File: src/rtl/ps2_host_cmd.sv
// PS/2 host command sequencer.
// Sends a command byte and an optional argument byte to the device using the
// host-request protocol (clock inhibit, start bit, device-clocked bits, line ACK),
// then collects the device response frame. 0xFE responses trigger a bounded resend.
// The keyboard receiver is told to ignore the port for as long as a transaction is open.
module ps2_host_cmd #(
    parameter int INHIBIT_CYC = 5000,
    parameter int TIMEOUT_CYC = 1000000,
    parameter int MAX_RETRY   = 2
) (
    input  logic       CLK,
    input  logic       reset,
    input  logic       PS2_CLK,
    input  logic       PS2_DATA,
    input  logic       iCmdValid,
    input  logic [7:0] iCmd,
    input  logic       iHasArg,
    input  logic [7:0] iArg,
    output logic       oCmdReady,
    output logic       oClkLow,
    output logic       oDataLow,
    output logic       oRxInhibit,
    output logic       oDone,
    output logic       oErr,
    output logic [1:0] oErrCode
);

    // state   | meaning
    // IDLE    | lines released, ready for a command
    // INHIBIT | PS2_CLK held low for INHIBIT_CYC cycles
    // REQ     | clock released, start bit driven, waiting for first device clock
    // TX      | shifting data/parity/stop out on device clocks, line ACK on the 11th
    // RX      | shifting in the 11-bit response frame
    // CHECK   | evaluating the response byte
    localparam logic [2:0] S_IDLE    = 3'd0;
    localparam logic [2:0] S_INHIBIT = 3'd1;
    localparam logic [2:0] S_REQ     = 3'd2;
    localparam logic [2:0] S_TX      = 3'd3;
    localparam logic [2:0] S_RX      = 3'd4;
    localparam logic [2:0] S_CHECK   = 3'd5;

    localparam int INH_W = $clog2(INHIBIT_CYC + 1);
    localparam int TMO_W = $clog2(TIMEOUT_CYC + 1);
    localparam int RTY_W = $clog2(MAX_RETRY + 2);

    logic [2:0]       r_state;
    logic             r_clk_s1, r_clk_s2, r_clk_prev;
    logic             r_dat_s1, r_dat_s2;
    logic [INH_W-1:0] r_inh_cnt;
    logic [TMO_W-1:0] r_to;
    logic [3:0]       r_bit_cnt;
    logic [7:0]       r_tx_byte;
    logic [7:0]       r_arg;
    logic             r_has_arg;
    logic [RTY_W-1:0] r_retry;
    logic             r_data_low;
    logic [10:0]      r_rx_sh;
    logic             r_done;
    logic             r_err;
    logic [1:0]       r_err_code;

    logic             w_fe;
    logic             w_to_hit;
    logic             w_frame_ok;
    logic [7:0]       w_rx_byte;

    assign w_fe       = r_clk_prev & ~r_clk_s2;
    assign w_to_hit   = (r_to == TMO_W'(TIMEOUT_CYC - 1));
    assign w_rx_byte  = r_rx_sh[8:1];
    assign w_frame_ok = ~r_rx_sh[0] & r_rx_sh[10] & (^r_rx_sh[9:1]);

    // Outputs decode from state so reset releases the lines without waiting for a clock.
    assign oCmdReady  = (r_state == S_IDLE);
    assign oRxInhibit = (r_state != S_IDLE);
    assign oClkLow    = (r_state == S_INHIBIT);
    assign oDataLow   = (r_state == S_REQ) | ((r_state == S_TX) & r_data_low);
    assign oDone      = r_done;
    assign oErr       = r_err;
    assign oErrCode   = r_err_code;

    // Two-flop synchronisers on both PS/2 lines plus the previous clock sample for edge detect.
    always_ff @(posedge CLK or posedge reset) begin
        if (reset) begin
            r_clk_s1   <= 1'b1;
            r_clk_s2   <= 1'b1;
            r_clk_prev <= 1'b1;
            r_dat_s1   <= 1'b1;
            r_dat_s2   <= 1'b1;
        end else begin
            r_clk_s1   <= PS2_CLK;
            r_clk_s2   <= r_clk_s1;
            r_clk_prev <= r_clk_s2;
            r_dat_s1   <= PS2_DATA;
            r_dat_s2   <= r_dat_s1;
        end
    end

    // Transaction sequencer: request, transmit, receive, response check, retry and abort.
    always_ff @(posedge CLK or posedge reset) begin
        if (reset) begin
            r_state    <= S_IDLE;
            r_inh_cnt  <= '0;
            r_to       <= '0;
            r_bit_cnt  <= '0;
            r_tx_byte  <= '0;
            r_arg      <= '0;
            r_has_arg  <= 1'b0;
            r_retry    <= '0;
            r_data_low <= 1'b0;
            r_rx_sh    <= '0;
            r_done     <= 1'b0;
            r_err      <= 1'b0;
            r_err_code <= 2'd0;
        end else begin
            r_done <= 1'b0;
            r_err  <= 1'b0;
            case (r_state)
                S_IDLE: begin
                    if (iCmdValid) begin
                        r_tx_byte  <= iCmd;
                        r_arg      <= iArg;
                        r_has_arg  <= iHasArg;
                        r_retry    <= '0;
                        r_err_code <= 2'd0;
                        r_inh_cnt  <= INH_W'(INHIBIT_CYC - 1);
                        r_state    <= S_INHIBIT;
                    end
                end
                S_INHIBIT: begin
                    if (r_inh_cnt == '0) begin
                        r_to    <= '0;
                        r_state <= S_REQ;
                    end else begin
                        r_inh_cnt <= r_inh_cnt - INH_W'(1);
                    end
                end
                S_REQ: begin
                    if (w_fe) begin
                        r_data_low <= ~r_tx_byte[0];
                        r_bit_cnt  <= 4'd1;
                        r_to       <= '0;
                        r_state    <= S_TX;
                    end else if (w_to_hit) begin
                        r_err      <= 1'b1;
                        r_err_code <= 2'd1;
                        r_state    <= S_IDLE;
                    end else begin
                        r_to <= r_to + TMO_W'(1);
                    end
                end
                S_TX: begin
                    if (w_fe) begin
                        r_to      <= '0;
                        r_bit_cnt <= r_bit_cnt + 4'd1;
                        case (r_bit_cnt)
                            // Odd parity bit is ~^byte, so the pull-low enable is ^byte.
                            4'd8:    r_data_low <= ^r_tx_byte;
                            4'd9:    r_data_low <= 1'b0;
                            4'd10: begin
                                if (!r_dat_s2) begin
                                    r_bit_cnt <= 4'd0;
                                    r_state   <= S_RX;
                                end else begin
                                    r_err      <= 1'b1;
                                    r_err_code <= 2'd2;
                                    r_state    <= S_IDLE;
                                end
                            end
                            default: r_data_low <= ~r_tx_byte[r_bit_cnt[2:0]];
                        endcase
                    end else if (w_to_hit) begin
                        r_err      <= 1'b1;
                        r_err_code <= 2'd1;
                        r_state    <= S_IDLE;
                    end else begin
                        r_to <= r_to + TMO_W'(1);
                    end
                end
                S_RX: begin
                    if (w_fe) begin
                        r_to    <= '0;
                        r_rx_sh <= {r_dat_s2, r_rx_sh[10:1]};
                        if (r_bit_cnt == 4'd10) begin
                            r_state <= S_CHECK;
                        end else begin
                            r_bit_cnt <= r_bit_cnt + 4'd1;
                        end
                    end else if (w_to_hit) begin
                        r_err      <= 1'b1;
                        r_err_code <= 2'd1;
                        r_state    <= S_IDLE;
                    end else begin
                        r_to <= r_to + TMO_W'(1);
                    end
                end
                S_CHECK: begin
                    if (w_frame_ok && w_rx_byte == 8'hFA) begin
                        if (r_has_arg) begin
                            r_tx_byte <= r_arg;
                            r_has_arg <= 1'b0;
                            r_retry   <= '0;
                            r_inh_cnt <= INH_W'(INHIBIT_CYC - 1);
                            r_state   <= S_INHIBIT;
                        end else begin
                            r_done  <= 1'b1;
                            r_state <= S_IDLE;
                        end
                    end else if (w_frame_ok && w_rx_byte == 8'hFE &&
                                 r_retry < RTY_W'(MAX_RETRY)) begin
                        r_retry   <= r_retry + RTY_W'(1);
                        r_inh_cnt <= INH_W'(INHIBIT_CYC - 1);
                        r_state   <= S_INHIBIT;
                    end else begin
                        r_err      <= 1'b1;
                        r_err_code <= 2'd3;
                        r_state    <= S_IDLE;
                    end
                end
                default: r_state <= S_IDLE;
            endcase
        end
    end

endmodule

File: config.mk
export PLATFORM = sky130hd
export DESIGN_NAME = ps2_host_cmd
export DESIGN_NICKNAME = d
export VERILOG_FILES = /design/src/rtl/ps2_host_cmd.sv
export SDC_FILE = /design/constraint.sdc
export NUM_CORES = 1
export LEC_CHECK = 0
export CORE_MARGIN = 4
export CORE_UTILIZATION = 35
export DETAILED_ROUTE_END_ITERATION = 8
export GPL_ROUTABILITY_DRIVEN = 1
export HOLD_SLACK_MARGIN = 0.03
export PLACE_DENSITY = 0.59
export SYNTH_ARGS = -nofsm -noshare
export SYNTH_HDL_FRONTEND = slang
export SYNTH_SLANG_ARGS = --single-unit
File: constraint.sdc
create_clock -name CLK -period 4.1 [get_ports CLK]
set_input_delay 0.82 -clock CLK [delete_from_list [all_inputs] [get_ports CLK]]
set_output_delay 0.82 -clock CLK [all_outputs]
set_load 0.005 [all_outputs]
==> results.md, run 1 <==
- Dividing the detail-routed wire length by the instance count gives between 15 and 20 um.
- The dominant synthesized flop cell is sky130_fd_sc_hd__dfrtp_1.
- For this design, the CTS-stage hold fixing added 0 buffers.
- Of the cells placed in the final design, the portion with a size suffix greater than 1 is 13.3%.
- The die covers about 15000 um2.
- Summed over all failing endpoints, the final setup total negative slack is 0 ns.
- The clock arrives with approximately 0.0093 ns of skew.
- The wire-length estimate of the detail-placed layout is 7610 um.
- Setup repair after global routing left no endpoint under its margin.
- The final-report hold violation count was 0.
- The mapped cell area is around 4600 um2.
- Dividing the detail-routed via count by the number of cells gives 5.53.
- Synthesis produced ~490 cells.
- Counting every net in the synthesized netlist gives 524.
- The core region is roughly 13000 um2.
- The top cell types in the final layout, fill and taps aside, are sky130_fd_sc_hd__dfrtp_1, sky130_fd_sc_hd__nand2_1, sky130_fd_sc_hd__clkdlybuf4s50_1.
- Pin placement for this block handled 30 I/O pins.
- For the pin with the worst max-slew slack, the measured transition is roughly 1.0 ns.
- With fillers left out, the area of the finished cells amounts to between 5000 and 6000 um2.
- The analysis attributes to cell leakage a power of 0.00224 uW.
- The final critical delay including setup and external delays is between 3 and 4 ns.
- The all-layer global routing usage is between 10% and 20%.
- Power spread over the standard cell area amounts to 562 nW/um2.
- The clock tree synthesis step divided the H-tree into 3 levels.
- For this run, design rule violations remaining after detail routing come to 0.
- Setup slack on the worst reg-to-reg path comes out at 1.37 ns.
- The initial antenna violation count is 0.
- The detailed router placed between 3000 and 4000 vias in this run.
- In this run the worst setup path begins at r_state[0].
- After clock tree synthesis, the setup repair step added 0 buffers.
- STA classifies the critical path startpoint as a flop.
- The critical path goes through nor2b_1, nand2b_1, inv_1, clkdlybuf4s50_1.
- The placed instance area is about 5100 um2.
- The worst hold path belongs to the class reg2reg.
- The count of pins over their slew limit is 0.
- TritonCTS built the clock tree.
- The layout has roughly 1300 filler cells.
- The run finished with clean final reports.
- The detailed router finished its first iteration with approximately 360 violations.
- Across the VDD grid, the largest voltage drop is about 260 uV.
- Data arrives at the worst endpoint at around 2.3 ns.
- The number of core rows is 41.
- No sink is reached through more buffers than the 2 on the longest clock path.
- The fraction of the cycle the final worst path needs is between 70% and 80%.
- For this run, the slowest stage of the critical path takes ~0.66 ns.
- The post-cts gate resize count is 0.
- Clock-pin slew was measured on the worst setup and hold paths at 0.07 ns.
- The sequential-to-total area share from yosys stat is between 40% and 50%.
- For the worst flop-to-flop path, the logic depth is 7.
- The via count of the first global-routing pass is roughly 3600.
- For this configuration, the core starts out at a cell density of 36.2%.
- The count of nets left with antenna violations once routing finished came out at 0.
- After the last flow step, the layout net total stands at 546.
- The number of clock sinks is 80.
- At the worst endpoint, the required time is around 3.3 ns.
- The global route total overflow is 0.
- The routed design has ~11000 um of wire.
- The first global-routing pass estimated between 15000 and 20000 um of wire.
- The endpoint class of the critical path is a primary output.
- In the synthesized netlist the async set-or-reset flop fraction comes to 100%.
- Counting the buffers created by CTS gives 9.
- The area growth from synthesis to layout is 16.2%.
- The height of the chip is approximately 120 um.
- For this run, the top clock speed supported by timing is about 320 MHz.
- The critical-path cell with the highest stage delay is sky130_fd_sc_hd__dfrtp_1.
- The critical register-to-register path endpoint is r_retry[1].
- The startpoint identified for the worst register-to-register timing path is r_rx_sh[3].
- The number of enable-type register cells in the synthesized netlist is 0.
- The largest fanout on the critical path is 18.
- The type of the worst setup path is reg2out.
- The number of antenna diodes in the final layout is 0.
- The final number of setup-violating endpoints is 0.
- For the worst-skew pair, the clock arrives at the later sink with an insertion delay of 0.35 ns.
- The total of max-cap violations is 0.
- The count of distinct cell types in the synthesized netlist is between 60 and 70.
- The routability congestion estimate from global placement is roughly 0.92.
- The relative slew slack is 29.6%.
- In this run the worst setup path terminates at oClkLow.
- Summing internal, switching and leakage power gives 3030 uW.
- The count of input and output buffers is 29.
- In this run, synthesis produced a sequential element count of 80.
- Measured along the x axis, the die boundary spans approximately 120 um.
- Entering global routing, the biggest net connects 34 pins.
- The master cell of the clock root buffer is sky130_fd_sc_hd__clkbuf_16.
- The post-synthesis average cell area is roughly 9.5 um2.
- The synthesis warning total is 0.
- Leaving out fill and tap cells, the most frequent cell in the layout is sky130_fd_sc_hd__dfrtp_1.
- The number of detailed-routing iterations run before antenna repair is 4.
-- synth_stat cells (all sizes together), types with 7 or more instances --
cell     n  area share (%)
mux2    26             6.3
o21ai   21             2.3
dfrtp   75              40
o31ai    9             1.5
nand3   17             1.8
nand2   70             5.7
nor2    19             1.5
inv     23             1.9
a21oi   16             1.7
xnor2   10             1.9
nor4     8             1.2
mux2i    7             1.5
ha      11             3.0
clkbuf  23             1.9
nor3    13             1.4
nand2b  11             1.5
or3      8             1.1
nand4   19             2.6
-- kinds of logic after synthesis --
family                   Yosys count  synth area share [%]
adder cells (fa/ha/maj)           12                  3.18
multiplexers                      35                  8.78
AO/OA/AOI/OAI                    100                  15.2
AND/OR/NAND/NOR                  202                  22.7
flip-flops                        80                  43.2
XOR/XNOR                          14                  2.94
buffers and inverters             48                  3.93
-- power breakdown --
| part | leakage [uW] | switching [uW] | total (uW) | internal [uW] |
|---|---|---|---|---|
| Combinational | 0.00107 | 555 | 1090 | 530 |
| Clock | 0.000146 | 369 | 799 | 430 |
| Sequential | 0.00102 | 192 | 1150 | 958 |
-- metal layers --
metal | track usage (%) | share of wire, %
met5 | 0 | 0
met4 | 4.57 | 1.4
met3 | 4.57 | 4.8
met2 | 23.6 | 46
met1 | 20.5 | 47
-- worst min path at each step --
stage	from	end	slack [ns]	cells after the start
finish	r_clk_s1	r_clk_s2	0.36	0
CTS	r_clk_s1	r_clk_s2	0.36	0
global route	r_clk_s1	r_clk_s2	0.36	0
detailed placement	r_clk_s1	r_clk_s2	0.35	0
global placement	r_dat_s1	r_dat_s2	0.35	0
floorplan	r_clk_s1	r_clk_s2	0.35	0
-- flip-flops by register name, indices dropped and copies added, names as in the netlist, 2 cells and up --
| signal | flops |
|---|---|
| r_inh_cnt | 13 |
| r_state | 3 |
| oErrCode | 2 |
| r_rx_sh | 11 |
| r_arg | 8 |
| r_retry | 2 |
| r_bit_cnt | 4 |
| r_tx_byte | 8 |
| r_to | 20 |
-- metrics by stage --
step | util, % | setup WS (ns) | cells | hold slack, ns
2_1_floorplan | - | 1.24 | 491 | 0.345
6_report | 42.1 | 0.960 | 690 | 0.357
4_1_cts | 42.1 | 0.980 | 690 | 0.359
3_5_place_dp | 39.8 | 1.38 | 674 | 0.349
5_1_grt | 42.1 | 0.794 | 690 | 0.360
3_3_place_gp | 39.8 | 1.48 | 674 | 0.346
-- worst max-delay path: cells and delay by family (launching register included) --
family / cells / cell delay [ns]
buf+inv: 2 / 0.68
flops: 1 / 0.66
simple gates: 2 / 0.62
-- area by class of cell --
type	count	area (um2)	share of cell area, %
Tap cell	172	215	3.99
Inverter	23	87.6	1.62
Sequential cell	80	2010	37.2
Clock inverter	7	66.3	1.23
Multi-Input combinational cell	363	2450	45.4
Timing Repair Buffer	36	343	6.35
Clock buffer	9	225	4.17
(Power assumes the default switching activity.)
==> run 2, diff against run 1 <==
==> constraint.sdc (replaced) <==
create_clock -name CLK -period 3.09 [get_ports CLK]
set_input_delay 0.618 -clock CLK [delete_from_list [all_inputs] [get_ports CLK]]
set_output_delay 0.618 -clock CLK [all_outputs]
set_load 0.005 [all_outputs]
==> results.md, run 2 (synthesis results as in run 1) <==
- Status: complete, no violations (unchanged).
- The critical path arrival is 2.09 ns (was 2.32 ns).
- The routability congestion estimate from global placement is 0.860 (was 0.916).
- The number of nets in the layout is 552 (was 546).
- The total of max-cap violations is 0 (unchanged).
- The via density per instance came to 5.50 (was 5.53).
- The worst clock skew is 0.00541 ns (was 0.00933 ns).
- The most common library cell in the layout ignoring fill and taps is sky130_fd_sc_hd__dfrtp_1 (unchanged).
- The number of core rows came to 41 (unchanged).
- The number of hold-repair buffers added at the cts stage is 0 (unchanged).
- The horizontal extent of the die came to 123 um (unchanged).
- The starting DRC count in detailed routing is 268 (was 362).
- The count of input and output buffers is 29 (unchanged).
- The global route total overflow was 0 (unchanged).
- The setup fix buffers added after clock tree synthesis is 0 (unchanged).
- The relative area change from synthesis to final layout is 17.8% (was 16.2%).
- The top register by number of flip-flops is r_to (unchanged).
- The switching share of total power was 35.6% (was 36.8%).
- The type of the worst setup path is reg2out (unchanged).
- The clock-pin slew of the registers on the worst-case setup and hold paths was 0.06 ns (was 0.07 ns).
- The wire length per cell is 15.4 um (about the same).
- Commonest cells after routing, fill and taps aside: sky130_fd_sc_hd__dfrtp_1, sky130_fd_sc_hd__nand2_1, sky130_fd_sc_hd__clkdlybuf4s50_1 (unchanged).
- The HPWL after detailed placement is 7700 um (was 7610 um).
- The number of detailed-routing iterations run before antenna repair was 5 (was 4).
- The number of placed instances, taps included is 680 (was 674).
- The power per cell area is 744 nW/um2 (was 562 nW/um2).
- The total power of the final layout is 4070 uW (was 3030 uW).
- The total core area is 12800 um2 (unchanged).
- The share of total power in sequential cells is 37.5% (was 37.9%).
- The largest net degree at the start of global routing is 38 (was 34).
- The required time reported for the critical path endpoint was 2.47 ns (was 3.28 ns).
- The type of origin of the critical path is a flop (unchanged).
- The all-layer global routing usage is 15.4% (was 15.2%).
- The first-pass GRT wire length is 18500 um (was 18100 um).
- The part of the total power dissipated in the clock network is 26.9% (was 26.3%).
- The worst path uses 87.8% of the clock period.
- The number of buffers created by CTS is 9 (unchanged).
- The fraction of final layout cells sized beyond drive strength 1 is 14.3% (was 13.3%).
- The final number of setup-violating endpoints was 0 (unchanged).
- The worst ir drop on vdd is 392 uV (was 264 uV).
- The DRC violation count after routing is 0 (unchanged).
- The total inserted antenna cells is 0 (unchanged).
- The via count of the first global-routing pass was 3736 (was 3633).
- The TritonCTS clock tree is done (unchanged).
- The number of nets with antenna violations after detailed routing was 0 (unchanged).
- The largest fanout on the critical path came to 18 (unchanged).
- The end-of-flow core utilization is 42.6% (was 42.1%).
- The net switching power is 1450 uW (was 1120 uW).
- The post-cts gate resize count is 0 (unchanged).
- The endpoint class of the critical path is a primary output (unchanged).
- The number of H-tree levels was 3 (unchanged).
- Biggest registers after layout: r_to (20), r_inh_cnt (13), r_rx_sh (11) (unchanged).
- Setup repair after global routing missed its margin: false (unchanged).
- The slew of the pin with the lowest slew margin came to 1.12 ns (was 1.05 ns).
- The insertion delay to the later sink of the worst-skew pair is 0.34 ns (was 0.35 ns).
- The total negative slack was 0 ns (unchanged).
- The leakage power total was 0.00228 uW (was 0.00224 uW).
- The final hold slack is 0.357 ns (about the same).
- The height of the chip is 123 um (unchanged).
- The internal cell power is 2620 uW (was 1920 uW).
- The initial antenna violation count is 0 (unchanged).
- The flip-flop count of the largest register after layout is 20 (unchanged).
- The relative slew slack is 24.1% (was 29.6%).
- The worst hold path class is reg2reg (unchanged).
- The die footprint is 15200 um2 (unchanged).
- The final-report hold violation count was 0 (unchanged).
- The starting density of the core is 36.2% (unchanged).
- The count of pins over their slew limit was 0 (unchanged).
- The number of I/O pins is 30 (unchanged).
- The master cell of the clock root buffer is sky130_fd_sc_hd__clkbuf_16 (unchanged).
- The buffer levels on the longest clock path is 2 (unchanged).
- The number of clock sinks is 80 (unchanged).
- The logic gate share of total power is 35.6% (was 35.8%).
- After layout, the minimum clock period comes to 2.71 ns.
- The achievable frequency is roughly 370 MHz.
- The number of filler instances in the final layout was 1284 (was 1264).
- The total vias in the final route is 3829 (was 3819).
- The final routed wirelength across all metal layers was 10700 um (was 10600 um).
- The final standard cell count with taps included and fillers excluded is 696 (was 690).
[run 2: changes by cell type in the layout (fill, tap and decap cells not counted), sizes merged]
cell	delta
buf	+6
inv	-4
clkinv	+3
bufinv	+1
[run 2: metal layers]
layer,GRT usage [%],vias up,wire length (um)
met4,4.15,0,138
met2,24.8,82,5060
met1,20.0,1887,5060
li1,-,1852,-
met5,0,-,0
met3,4.89,8,474
[run 2: area by class of cell]
cell class	instances	area [um2]	share of cell area, %
Sequential cell	80	2010	36.7
Timing Repair Buffer	42	400	7.32
Multi-Input combinational cell	363	2450	44.9
Clock inverter	7	78.8	1.44
Tap cell	172	215	3.94
Inverter	23	87.6	1.60
Clock buffer	9	225	4.12
[run 2: final timing paths]
kind	to	from	cells after the start	slack, ns
worst min-delay path	r_clk_s2	r_clk_s1	0	0.36
min in group asynchronous	r_inh_cnt[3]	reset	2	0.68
worst min register to register	r_clk_s2	r_clk_s1	0	0.36
max in group asynchronous	r_clk_prev	reset	3	1.76
worst max-delay path	oClkLow	r_state[0]	4	0.38
worst max register to register	r_to[17]	r_inh_cnt[0]	6	0.46
[run 2: critical path: stages, from the launching register on]
cell and delay, ns:
sky130_fd_sc_hd__dfrtp_1 0.64, sky130_fd_sc_hd__nor2b_1 0.36, sky130_fd_sc_hd__nand2b_1 0.14, sky130_fd_sc_hd__inv_1 0.10
sky130_fd_sc_hd__clkdlybuf4s50_1 0.50
[run 2: power groups by stage]
stage / combinational (uW) / sequential, uW / clock [uW]
2_1_floorplan: 1140 / 1430 / 0
6_report: 1450 / 1530 / 1090
3_5_place_dp: 1450 / 1540 / 0
5_1_grt: 1620 / 1570 / 1180
3_3_place_gp: 1430 / 1530 / 0
4_1_cts: 1460 / 1530 / 1130
[run 2: through the flow]
| step | area [um2] | setup slack (ns) |
|---|---|---|
| final | 5470 | 0.378 |
| after global routing | 5470 | 0.160 |
| after CTS | 5470 | 0.351 |
| after detailed placement | 5160 | 0.488 |
| after global placement | 5160 | 0.602 |
| after floorplan | 4640 | 0.429 |
==> run 3, diff against run 2 <==
--- a/config.mk
+++ b/config.mk
@@ -5,10 +5,11 @@
 export SDC_FILE = /design/constraint.sdc
 export NUM_CORES = 1
 export LEC_CHECK = 0
+export CORE_ASPECT_RATIO = 0.5
 export CORE_MARGIN = 4
 export CORE_UTILIZATION = 35
 export DETAILED_ROUTE_END_ITERATION = 8
-export GPL_ROUTABILITY_DRIVEN = 1
+export GPL_ROUTABILITY_DRIVEN = 0
 export HOLD_SLACK_MARGIN = 0.03
 export PLACE_DENSITY = 0.59
 export SYNTH_ARGS = -nofsm -noshare
==> results.md, run 3 (synthesis results as in run 1) <==
- Status: complete, no violations (unchanged).
- The setup fix buffers added after clock tree synthesis is 0 (unchanged).
- Ordered list of cells on the worst path: nor2b_1, nand2b_1, inv_1, clkdlybuf4s50_1 (unchanged).
- The cell depth of the worst hold path is 0 (unchanged).
- The total of max-cap violations is 0 (unchanged).
- The number of detailed-routing iterations run before antenna repair is 4 (was 5).
- The largest stage delay on the critical path is 0.67 ns (was 0.64 ns).
- The total core area is 12800 um2 (about the same).
- The via density per instance is 5.37 (was 5.50).
- The number of placed instances, taps included is 677 (was 680).
- The clock-pin slew of the registers on the worst-case setup and hold paths is 0.06 ns (about the same).
- The starting density of the core came to 36.3% (was 36.2%).
- The final routed wirelength across all metal layers was 10700 um (about the same).
- The first-pass GRT wire length is 18100 um (was 18500 um).
- The die footprint is 15300 um2 (was 15200 um2).
- The achievable frequency is 344 MHz (was 369 MHz).
- Biggest registers after layout: r_to (20), r_inh_cnt (13), r_rx_sh (11) (unchanged).
- The critical-path cell with the highest stage delay is sky130_fd_sc_hd__dfrtp_1 (unchanged).
- The final critical delay including setup and external delays was 2.90 ns (was 2.71 ns).
- The all-layer global routing usage is 14.8% (was 15.4%).
- The number of I/O pins came to 30 (unchanged).
- The largest fanout on the critical path came to 18 (unchanged).
- The HPWL after detailed placement is 7440 um (was 7700 um).
- The master cell of the clock root buffer is sky130_fd_sc_hd__clkbuf_16 (unchanged).
- The number of clock sinks is 80 (unchanged).
- The post-cts gate resize count was 0 (unchanged).
- The worst clock skew is 0.00547 ns (was 0.00541 ns).
- The final hold slack is 0.356 ns (was 0.357 ns).
- The number of buffers created by CTS is 9 (unchanged).
- The count of input and output buffers is 29 (unchanged).
- The wire length per cell is 15.4 um (about the same).
- The part of the total power dissipated in the clock network is 27.0% (was 26.9%).
- The total vias in the final route is 3718 (was 3829).
- Commonest cells after routing, fill and taps aside: sky130_fd_sc_hd__dfrtp_1, sky130_fd_sc_hd__nand2_1, sky130_fd_sc_hd__clkdlybuf4s50_1 (unchanged).
- The DRC violation count after routing is 0 (unchanged).
- The worst setup margin was 0.186 ns (was 0.378 ns).
- The relative area change from synthesis to final layout is 17.6% (was 17.8%).
- The total inserted antenna cells is 0 (unchanged).
- The type of origin of the critical path is a flop (unchanged).
- The leakage power total is 0.00227 uW (was 0.00228 uW).
- The switching share of total power came to 35.9% (was 35.6%).
- The endpoint class of the critical path is a primary output (unchanged).
- The number of nets with antenna violations after detailed routing is 0 (unchanged).
- The critical path arrival is 2.29 ns (was 2.09 ns).
- The most common library cell in the layout ignoring fill and taps is sky130_fd_sc_hd__dfrtp_1 (unchanged).
- The horizontal extent of the die is 171 um (was 123 um).
- The worst ir drop on vdd is 361 uV (was 392 uV).
- The flip-flop count of the largest register after layout was 20 (unchanged).
- The via count of the first global-routing pass came to 3608 (was 3736).
- The final number of setup-violating endpoints is 0 (unchanged).
- The largest net degree at the start of global routing is 81 (was 38).
- The starting DRC count in detailed routing is 237 (was 268).
- The number of H-tree levels was 3 (unchanged).
- The fraction of the cycle the final worst path needs came to 94.0% (was 87.8%).
- The share of total power in sequential cells was 37.6% (was 37.5%).
- The final-report hold violation count came to 0 (unchanged).
- The slew of the pin with the lowest slew margin is 0.654 ns (was 1.12 ns).
- The top register by number of flip-flops was r_to (unchanged).
- The final standard cell count with taps included and fillers excluded is 693 (was 696).
- The relative slew slack is 56.0% (was 24.1%).
- The height of the chip came to 89.5 um (was 123 um).
- The initial antenna violation count is 0 (unchanged).
- The post-place setup slack is 0.575 ns (was 0.488 ns).
- The count of pins over their slew limit is 0 (unchanged).
- Setup repair after global routing missed its margin: false (unchanged).
- The number of hold-repair buffers added at the cts stage is 0 (unchanged).
- The number of core rows is 29 (was 41).
- The global route total overflow is 0 (unchanged).
- The internal cell power is 2610 uW (was 2620 uW).
- The path depth of the worst reg2reg path came to 7 (was 6).
- The buffer levels on the longest clock path is 2 (unchanged).
- The required time reported for the critical path endpoint is 2.47 ns (about the same).
- The power per cell area is 747 nW/um2 (was 744 nW/um2).
- The worst hold path class is reg2reg (unchanged).
- The type of the worst setup path is reg2out (unchanged).
- The total negative slack was 0 ns (unchanged).
- The net switching power was 1470 uW (was 1450 uW).
- The fraction of final layout cells sized beyond drive strength 1 came to 14.1% (was 14.3%).
- The insertion delay to the later sink of the worst-skew pair was 0.35 ns (was 0.34 ns).
- The TritonCTS clock tree is done (unchanged).
- The number of nets in the layout is 551 (was 552).
- The logic gate share of total power was 35.4% (was 35.6%).
==> run 3: changes by cell type in the layout (fill, tap and decap cells not counted), sizes merged <==
cell,change
clkinvlp,+1
buf,-1
inv,-1
==> run 3: critical path: cells and delay by family (launching register included) <==
family	cells	cell delay, ns
flip-flops	1	0.67
buffers and inverters	2	0.66
AND/OR/NAND/NOR	2	0.61
==> run 3: final timing paths <==
path	from	end	slack (ns)
min in group asynchronous	reset	r_rx_sh[9]	0.68
min	r_dat_s1	r_dat_s2	0.36
min reg2reg	r_dat_s1	r_dat_s2	0.36
max in group asynchronous	reset	r_clk_s1	2.05
max	r_state[0]	oClkLow	0.19
max reg2reg	r_state[0]	r_to[1]	0.54
==> run 3: layout make-up <==
| cell class | instances | area, um2 |
|---|---|---|
| Timing Repair Buffer | 41 | 393 |
| Inverter | 23 | 87.6 |
| Sequential cell | 80 | 2010 |
| Fill cell | 1272 | 7350 |
| Clock buffer | 9 | 225 |
| Multi-Input combinational cell | 363 | 2450 |
| Clock inverter | 7 | 80.1 |
| Tap cell | 170 | 213 |
==> run 3: metrics by stage <==
| step | instance area [um2] | utilization [%] | power, uW |
|---|---|---|---|
| floorplan | 4640 | - | 2570 |
| CTS | 5460 | 42.6 | 4110 |
| finish | 5460 | 42.6 | 4080 |
| detailed placement | 5150 | 40.2 | 2990 |
| global route | 5460 | 42.6 | 4360 |
| global placement | 5150 | 40.2 | 2960 |
==> run 3: power groups by stage <==
stage | combinational (uW) | sequential [uW] | clock, uW
finish | 1440 | 1530 | 1100
floorplan | 1140 | 1430 | 0
CTS | 1450 | 1530 | 1130
global placement | 1420 | 1540 | 0
detailed placement | 1440 | 1550 | 0
global route | 1610 | 1580 | 1180
==> run 3: per-layer routing <==
metal | share of wire (%) | vias to the layer above | global-route usage, % | wire length (um)
met1 | 49 | 1789 | 19.8 | 5250
met5 | 0 | - | 0 | 0
met3 | 3.9 | 11 | 4.28 | 416
met4 | 0.92 | 0 | 3.09 | 98
li1 | - | 1852 | - | -
met2 | 46 | 66 | 24.2 | 4890
